### src/rtl/pwm_pkg.sv
// pwm_pkg: shared FSM states, minimum period and period clamp for pwm_multi.
package pwm_pkg;
  typedef enum logic [1:0] {IDLE, RUN, STOP} state_t;
  localparam int PERIOD_MIN = 2;
  function automatic logic [31:0] clamp_period(input logic [31:0] p);
    return (p < 32'(PERIOD_MIN)) ? 32'(PERIOD_MIN) : p;
  endfunction
endpackage

### src/rtl/pwm_channel.sv
// pwm_channel: one PWM channel with duty/burst shadows, burst counter and registered output.
// Optional PWM_POLARITY_EN adds a per-channel output inversion shadow.
module pwm_channel #(
  parameter int CNT_W   = 16,
  parameter int BURST_W = 8
) (
  input  logic               clk,
  input  logic               rst,
  input  logic [CNT_W-1:0]   i_cnt,
  input  logic               i_bnd,
  input  logic               i_ld,
  input  logic               i_run,
  input  logic [CNT_W-1:0]   i_duty,
  input  logic               i_ben,
  input  logic [BURST_W-1:0] i_bcnt,
`ifdef PWM_POLARITY_EN
  input  logic               i_pol,
`endif
  output logic               o_pwm,
  output logic               o_done
);
  logic [CNT_W-1:0]   r_duty;
  logic               r_ben;
  logic [BURST_W-1:0] r_bcnt;
  logic               r_out;
  logic [BURST_W-1:0] w_bcnt_nx;
  logic               w_ben_nx;
  logic               w_hi;
  logic               w_lvl;
`ifdef PWM_POLARITY_EN
  logic               r_pol;
  logic               w_pol_nx;
`endif
  // gate with next burst state so a finished burst is low from the cycle after its last boundary
  always_comb begin
    w_bcnt_nx = i_ld ? i_bcnt : (i_bnd && r_bcnt != '0) ? r_bcnt - BURST_W'(1) : r_bcnt;
    w_ben_nx  = i_ld ? i_ben : r_ben;
    w_hi      = i_run && !(w_ben_nx && w_bcnt_nx == '0) && (i_cnt < r_duty);
`ifdef PWM_POLARITY_EN
    w_pol_nx  = i_ld ? i_pol : r_pol;
    w_lvl     = w_hi ^ w_pol_nx;
`else
    w_lvl     = w_hi;
`endif
  end
  always_ff @(posedge clk or posedge rst) begin
    if (rst) begin
      r_duty <= '0;
      r_ben  <= 1'b0;
      r_bcnt <= '0;
      r_out  <= 1'b0;
`ifdef PWM_POLARITY_EN
      r_pol  <= 1'b0;
`endif
    end else begin
      if (i_ld) begin
        r_duty <= i_duty;
        r_ben  <= i_ben;
      end
      r_bcnt <= w_bcnt_nx;
      r_out  <= w_lvl;
`ifdef PWM_POLARITY_EN
      r_pol  <= w_pol_nx;
`endif
    end
  end
  assign o_pwm  = r_out;
  assign o_done = r_ben && r_bcnt == '0;
endmodule

### src/rtl/pwm_multi.sv
// pwm_multi: multi-channel PWM with shared period counter, shadowed settings and per-channel bursts.
// Define PWM_POLARITY_EN to add the per-channel pol input.
module pwm_multi #(
  parameter int CH      = 4,
  parameter int CNT_W   = 16,
  parameter int BURST_W = 8
) (
  input  logic                rst,
  input  logic                clk,
  input  logic                en,
  input  logic [CNT_W-1:0]    period,
  input  logic [CH*CNT_W-1:0] duty,
  input  logic [CH-1:0]       burst_en,
  input  logic [BURST_W-1:0]  burst_cnt,
  input  logic                load,
`ifdef PWM_POLARITY_EN
  input  logic [CH-1:0]       pol,
`endif
  output logic [CH-1:0]       pwm_out,
  output logic                period_tick,
  output logic [CH-1:0]       burst_done,
  output logic                upd_pend,
  output logic                busy
);
  import pwm_pkg::*;
  state_t           r_state, w_state_nx;
  logic [CNT_W-1:0] r_cnt, r_period, w_period_c;
  logic             r_pend;
  logic             w_act, w_bnd, w_start, w_apply, w_ld, w_run;
  logic [CH-1:0]    w_pwm, w_done;
  // shadows track the live inputs throughout IDLE, so the start edge and idle polarity see fresh values
  always_comb begin
    w_period_c = CNT_W'(clamp_period(32'(period)));
    w_act      = r_state != IDLE;
    w_bnd      = w_act && r_cnt == r_period - CNT_W'(1);
    w_start    = r_state == IDLE && en;
    w_apply    = w_bnd && (r_pend || load);
    w_ld       = r_state == IDLE || w_apply;
    w_state_nx = en ? RUN : (r_state == RUN || (r_state == STOP && !w_bnd)) ? STOP : IDLE;
    w_run      = w_act && w_state_nx != IDLE;
  end
  always_ff @(posedge clk or posedge rst) begin
    if (rst) begin
      r_state  <= IDLE;
      r_cnt    <= '0;
      r_period <= '0;
      r_pend   <= 1'b0;
    end else begin
      r_state <= w_state_nx;
      r_cnt   <= (!w_act || w_bnd) ? '0 : r_cnt + CNT_W'(1);
      if (w_ld) r_period <= w_period_c;
      r_pend  <= (w_start || w_apply) ? 1'b0 : (r_pend || load);
    end
  end
  for (genvar i = 0; i < CH; i++) begin : g_ch
    pwm_channel #(.CNT_W(CNT_W), .BURST_W(BURST_W)) u_ch (
      .clk    (clk),
      .rst    (rst),
      .i_cnt  (r_cnt),
      .i_bnd  (w_bnd),
      .i_ld   (w_ld),
      .i_run  (w_run),
      .i_duty (duty[i*CNT_W +: CNT_W]),
      .i_ben  (burst_en[i]),
      .i_bcnt (burst_cnt),
`ifdef PWM_POLARITY_EN
      .i_pol  (pol[i]),
`endif
      .o_pwm  (w_pwm[i]),
      .o_done (w_done[i])
    );
  end
  assign pwm_out     = w_pwm;
  assign burst_done  = w_done & {CH{w_act}};
  assign period_tick = w_bnd;
  assign upd_pend    = r_pend;
  assign busy        = w_act;
endmodule

### config.mk
export PLATFORM = sky130hd
export DESIGN_NAME = pwm_multi
export DESIGN_NICKNAME = d
export VERILOG_FILES = /design/src/rtl/pwm_pkg.sv /design/src/rtl/pwm_channel.sv /design/src/rtl/pwm_multi.sv
export SDC_FILE = /design/constraint.sdc
export NUM_CORES = 1
export LEC_CHECK = 0
export ABC_AREA = 1
export BUFFER_PORTS_ARGS = -buffer_cell sky130_fd_sc_hd__clkbuf_2
export CELL_PAD_IN_SITES_DETAIL_PLACEMENT = 0
export CELL_PAD_IN_SITES_GLOBAL_PLACEMENT = 1
export CORE_ASPECT_RATIO = 1.2
export CORE_UTILIZATION = 44
export CTS_CLUSTER_SIZE = 28
export DETAILED_ROUTE_END_ITERATION = 16
export GPL_TIMING_DRIVEN = 0
export PLACE_DENSITY_LB_ADDON = 0.1
export REMOVE_ABC_BUFFERS = 1
export SYNTH_ARGS = -nofsm -noshare
export SYNTH_HDL_FRONTEND = slang
export SYNTH_SLANG_ARGS = --single-unit
export TNS_END_PERCENT = 20
### constraint.sdc
create_clock -name clk -period 5.18 [get_ports clk]
set_input_delay 0 -clock clk [delete_from_list [all_inputs] [get_ports clk]]
set_output_delay 0 -clock clk [all_outputs]
set_load 0.05 [all_outputs]
; ---- Word-level counts from Yosys, hierarchy flattened
; Index checks and enable logic that the tools add are counted.
[totals]
register_bits = 139
in_bits = 96
out_inout_bits = 11
wordCells = 103
[classes]
addsub = 6
n_lt_le_gt_ge = 5
n_eq_ne = 3
muxes = 17
bitwise_logic = 1
reduce_logical = 51
[ops]
columns = cell, n
row1 = zero test 8 bit, 8
row2 = < comparator 16 bit, 4
row3 = two-way mux 8 bit, 8
row4 = two-way mux 16 bit, 2
row5 = nonzero test 8 bit, 4
row6 = subtractor 8 x 1 -> 8 bit (second input constant), 4
row7 = logical AND 1 bit, 25
row8 = adder 16 x 1 -> 16 bit (second input constant), 1
row9 = equality test 16 bit, 1
row10 = < comparator 16 x 2 -> 1 bit (second input constant), 1
row11 = subtractor 16 x 1 -> 16 bit (second input constant), 1
row12 = zero test 1 bit, 6
row13 = logical OR 1 bit, 5
row14 = two-way mux 1 bit, 5
row15 = AND 4 bit, 1
row16 = two-way mux 2 bit, 2
row17 = nonzero test 2 bit, 2
row18 = equality test 2 x 1 -> 1 bit (second input constant), 1
row19 = equality test 2 bit (second input constant), 1
row20 = zero test 2 bit, 1

; ---- Depth between registers and ports, before layout
[depth]
depth_word = 12
depth_mapped = 21
mapped_depth_nobuf = 21

; ---- By module
; From an unflattened synthesis, not the netlist that was laid out.
[hier_totals]
hier_cells = 1215
hier_area_um2 = 9024.9
[by_module_without_submodules]
columns = module, instances, cells_each, area_per_inst_um2, seq_area_each_um2
row1 = pwm_channel, 4, 218, 1660.3, 650.6
row2 = pwm_multi, 1, 343, 2383.5, 875.8

; ---- Least setup slack after synthesis
; No wires, ideal clock.
[synth_path]
path_kind = register to register
from = register r_period[0]
to = register r_pend, in the netlist upd_pend
setup_ps = 199
t_arrival_ps = 2645
t_required_ps = 4981
slack_ps = 2335
path_stages_with_launch = 12
n_path_buf = 0
period_less_slack_ps = 2845
cell_sequence = dfrtp_1 > inv_2 > ha_1 > nand3_2 > nor2_4 > nand2_1 > inv_1 > nand2_1 > a221oi_1 > nand3b_1 > nor3_1 > a211oi_1
[synth_between]
elab_chain_len = 6
[synth_lines]
columns = element, line_no
row1 = from (decl), pwm_multi.sv:27  ; logic [CNT_W-1:0] r_cnt, r_period, w_period_c;
row2 = from (signal assigned), pwm_multi.sv:51  ; if (w_ld) r_period <= w_period_c;
row3 = subtractor 16 x 1 -> 16 bit, pwm_multi.sv:35  ; w_bnd = w_act && r_cnt == r_period - CNT_W'(1);
row4 = equality test 16 bit, pwm_multi.sv:35
row5 = logical AND 1 bit, pwm_multi.sv:35
row6 = net period_tick, pwm_multi.sv:20  ; output logic period_tick,
row7 = logical AND 1 bit, pwm_multi.sv:37  ; w_apply = w_bnd && (r_pend || load);
row8 = logical OR 1 bit, pwm_multi.sv:52  ; r_pend <= (w_start || w_apply) ? 1'b0 : (r_pend || load);
row9 = two-way mux 1 bit, pwm_multi.sv:52
row10 = to (signal assigned), pwm_multi.sv:52
row11 = to (decl), pwm_multi.sv:28  ; logic r_pend;
; The timed path passes the listed nets, and every way through them passes these cells.
; A chain may end at the register's enable or synchronous reset.

; ---- Final worst setup path
[layout_path]
from = register r_period[0]
to = register g_ch[3].u_ch.r_out
[layout_between]
elab_cells_between_ends = 21
classes_between = add/sub (1) / eq/ne (1) / mux (5) / reduce/logical (14)
[layout_lines]
columns = element, line_no
row1 = subtractor 16 x 1 -> 16 bit *, pwm_multi.sv:35
row2 = equality test 16 bit *, pwm_multi.sv:35
row3 = logical AND 1 bit *, pwm_multi.sv:35
row4 = "logical AND 1 bit, on equally long branches", "pwm_channel.sv:36, pwm_multi.sv:37"
row5 = two-way mux 8 bit / logical OR 1 bit (equally long branches), "pwm_channel.sv:36, pwm_multi.sv:38"
row6 = two-way mux 8 bit *, pwm_channel.sv:36  ; w_bcnt_nx = i_ld ? i_bcnt : (i_bnd && r_bcnt != '0) ? r_bcnt - BURST_W'(1) : r_bcnt;
row7 = net g_ch[3].u_ch.w_bcnt_nx[0], pwm_channel.sv:26  ; logic [BURST_W-1:0] w_bcnt_nx;
row8 = zero test 8 bit *, pwm_channel.sv:38  ; w_hi = i_run && !(w_ben_nx && w_bcnt_nx == '0) && (i_cnt < r_duty);
row9 = logical AND 1 bit *, pwm_channel.sv:38
row10 = zero test 1 bit *, pwm_channel.sv:38
row11 = logical AND 1 bit * (2 in series), pwm_channel.sv:38
row12 = net g_ch[3].u_ch.w_hi, pwm_channel.sv:28  ; logic w_hi;
row13 = to (signal assigned), pwm_channel.sv:61  ; r_out <= w_lvl;
row14 = to (decl), pwm_channel.sv:25  ; logic r_out;
; Mark *: on every way through the listed nets, which the timed path passes. The rest lies on a longest branch.

==> flow_summary_export.csv <==
group,metric,value,unit
setup_path,crit_path_end_kind,"flip-flop",
power_and_ir_drop,p_leak,0.005639,uW
timing,whs,0.04552,ns
timing,fmax,232.2,MHz
cts,numCtsBuffers,17,
cells_and_area,multi_input_area,4425,um2
cells_and_area,final_common_cell,"nand2_1",
cells_and_area,syn2layout_area_growth,26.01,%
setup_path,reg2reg_from,"r_period[0]$_DFFE_PP0P_",
synthesis,yosysSeqAreaShare,39.98,%
outcome,status,"finished clean",
synthesis,avgSynthCellArea,7.762,um2
cts,tritoncts,"built",
setup_path,cp_max_fo,153,
global_routing,grt_antenna_before_repair,0,
die,io_pins,107,
timing,rsz0062_at_grt,"false",
setup_path,cp.arrival,4.66,ns
detailed_routing,post-route-drc-count,0,
setup_path,endpoint,"g_ch[3].u_ch.o_pwm$_DFF_PP0_",
synthesis,syn_inst,1121,
setup_path,path_cells,"inv_2, ha_1, nand3_2, nor2_4, nand3b_1, nand2_1, nand2_1, nor2_4, nand2_4, o21ai_4, nand2_4, clkinv_4, buf_16, nand2_1, nand2_1, nor2_1, nand3_1, nor2_1, nor2_1",
cells_and_area,fill_cells,1916,
place,portBuffers,106,
power_and_ir_drop,finalPower,3483,uW
setup_path,crit_start,"r_period[0]$_DFFE_PP0P_",
timing,slew_headroom,19.19,%
timing,hold_viol_final,0,
die,dieHeight,156.0,um
synthesis,ys_dominant_reg_cell,"dfrtp_1",
power_and_ir_drop,p_per_area,317.7,nW/um2
cts,clockRootBuffer,"clkbuf_16",
die,die_x,130.4,um
global_routing,track_usage,22.36,%
detailed_routing,via_per_inst,4.796,
die,start_util,44.67,%
cts,clk_latency,0.42,ns
cells_and_area,diodes,0,
die,core_area,19480,um2
synthesis,yosysWarnings,0,
power_and_ir_drop,peakVddDrop,0.2678,mV
synthesis,synth_edf_count,0,
global_routing,gr-total-overflow,0,
synthesis,synth.distinct_cells,40,
detailed_routing,drt-initial-drc-count,372,
die,dieArea,20340,um2
timing,finClkSkew,0.01734,ns
setup_path,r2r_end,"g_ch[3].u_ch.o_pwm$_DFF_PP0_",
timing,tightest_slew,1.211,ns
global_routing,grt_max_degree,154,
cells_and_area,mostFrequentLayoutCells,"317 x nand2_1, 148 x inv_1, 139 x dfrtp_1",
timing,slew_viol_final,0,
setup_path,cp-start-kind,"flip-flop",
cells_and_area,layout-drive-gt1-share,12.95,%
setup_path,r2r.worst_path.cells,19,
synthesis,synth_area,8701,um2
setup_path,critPathSlowestCell,"nand2_4",
cells_and_area,seqCellArea,3478,um2
detailed_routing,avgRoutedWirePerCell,13.39,um
detailed_routing,wl,21.17,mm
timing,min_period,4.306,ns
die,num_rows,56,
cts,clkSinkCount,139,
global_routing,grt_pass1_wl,34.93,mm
place,dpl.hpwl,14.94,mm
detailed_routing,ant_nets,0,
timing,min_period_over_period,83.13,%
place,place.gp.congestion,0.8028,
cells_and_area,nets,1476,
cts,clk_path_buf_depth,2,
setup_path,criticalPathCategory,"flip-flop to flip-flop",
global_routing,grt_pass1_vias,7226,
setup_path,slowest_delay,0.53,ns
cts,h-tree-depth,4,
setup_path,r2r_slack,0.87,ns
timing,setup-violations-final,0,
detailed_routing,vias,7582,
cts,path_clk_slew,0.06,ns
synthesis,yosys_register_bits,139,
hold_path,min_path_type,"input port to flip-flop",
detailed_routing,firstDrtPassIters,4,
setup_path,crit_path_frequent_cell,"nand2_1",
setup_path,worstPathRequired,5.53,ns
synthesis,ys_async_sr_fraction,100.0,%
run,maxCapViolCount,0,
-- layout make-up --
class	count	share of cell area, %
Clock inverter	12	1.826
Timing Repair Buffer	201	13.83
Tap cell	261	2.978
Clock buffer	17	3.880
Multi-Input combinational cell	796	40.36
Inverter	155	5.398
Sequential cell	139	31.72
-- logic make-up (layout without fill, tap and decap cells) --
| logic type | after synthesis | count (layout) | share of synthesized area (%) |
|---|---|---|---|
| simple gates | 520 | 520 | 26.34 |
| buf+inv | 186 | 385 | 9.160 |
| compound gates | 163 | 163 | 10.12 |
| flops | 139 | 139 | 39.98 |
| fa+ha+maj | 70 | 70 | 10.07 |
| xor+xnor | 43 | 43 | 4.328 |
-- through the flow --
step	setup WS, ns	area [um2]	TNS (ns)	util, %	std cells
after floorplan	1.229	8487	0	-	1090
after global placement	-0.6910	9344	-45.15	47.97	1457
after detailed placement	0.8996	9408	0	48.30	1459
after CTS	0.8701	10960	0	56.29	1581
after global routing	0.6617	10960	0	56.29	1581
final	0.8739	10960	0	56.29	1581
-- worst min path at each step --
stage	slack, ns	cells after the start	end	startpoint
after global placement	0.16	1	r_state[0]$_DFF_PP0_	en
final	0.05	5	g_ch[2].u_ch.r_bcnt[3]$_DFF_PP0_	burst_cnt[3]
after floorplan	0.03	0	r_state[0]$_DFF_PP0_	en
after detailed placement	0.06	2	r_period[2]$_DFFE_PP0P_	rst
after CTS	0.03	3	g_ch[0].u_ch.r_bcnt[0]$_DFF_PP0_	burst_cnt[0]
after global routing	0.03	3	g_ch[0].u_ch.r_bcnt[0]$_DFF_PP0_	burst_cnt[0]
-- synth_stat cells, types with 5 or more instances --
library cell | count | area (um2)
nand2_1 | 317 | 1190
inv_1 | 149 | 559.3
dfrtp_1 | 139 | 3478
o21ai_0 | 93 | 465.5
nor2_1 | 84 | 315.3
ha_1 | 70 | 875.8
a21oi_1 | 46 | 230.2
nand4_1 | 35 | 219.0
nand3_1 | 34 | 170.2
xor2_1 | 24 | 210.2
xnor2_1 | 19 | 166.4
buf_4 | 12 | 90.09
nor2_2 | 10 | 62.56
nor3_1 | 10 | 50.05
buf_2 | 9 | 45.04
nand3b_1 | 6 | 45.04
clkbuf_1 | 5 | 18.77
inv_2 | 5 | 18.77
nor4_1 | 5 | 31.28
o211ai_1 | 5 | 37.54
-- power by group --
part / internal (uW) / total (uW) / leakage, uW / switching [uW]
sequential: 1240 / 1340 / 0.00173 / 102
combinational: 335 / 840 / 0.00362 / 506
clock: 844 / 1300 / 0.000297 / 456
-- per-layer routing --
layer | GRT usage (%) | routed length, um | part of all wire (%) | vias up
li1 | - | - | - | 3982
met4 | 5.419 | 184 | 0.87 | 0
met5 | 0 | 0 | 0 | -
met2 | 40.27 | 10870 | 51 | 102
met1 | 27.76 | 9599 | 45 | 3484
met3 | 3.258 | 514 | 2.4 | 14
-- registers in the layout, indices dropped and copies added, names as in the netlist --
| signal | count |
|---|---|
| r_state | 2 |
| g_ch.u_ch.o_pwm | 4 |
| upd_pend | 1 |
| r_cnt | 16 |
| r_period | 16 |
| g_ch.u_ch.r_bcnt | 32 |
| g_ch.u_ch.r_ben | 4 |
| g_ch.u_ch.r_duty | 64 |
-- what timing repair did --
| item | 4_1_cts | 5_1_grt |
|---|---|---|
| gates resized for setup | 0 | 0 |
| endpoints found under the hold margin | 150 | 0 |
| setup buffers | 0 | 0 |
| hold buffers | 93 | 0 |
-- worst max-delay path: cells and delay by family (launching register included) --
| kind | cells | cell delay (ns) |
|---|---|---|
| adders and majority gates | 1 | 0.23 |
| DFF | 1 | 0.40 |
| AOI/OAI and AO/OA | 1 | 0.52 |
| buffers and inverters | 3 | 0.65 |
| and+or+nand+nor | 14 | 2.24 |
Power figures use the tool's default switching activity.
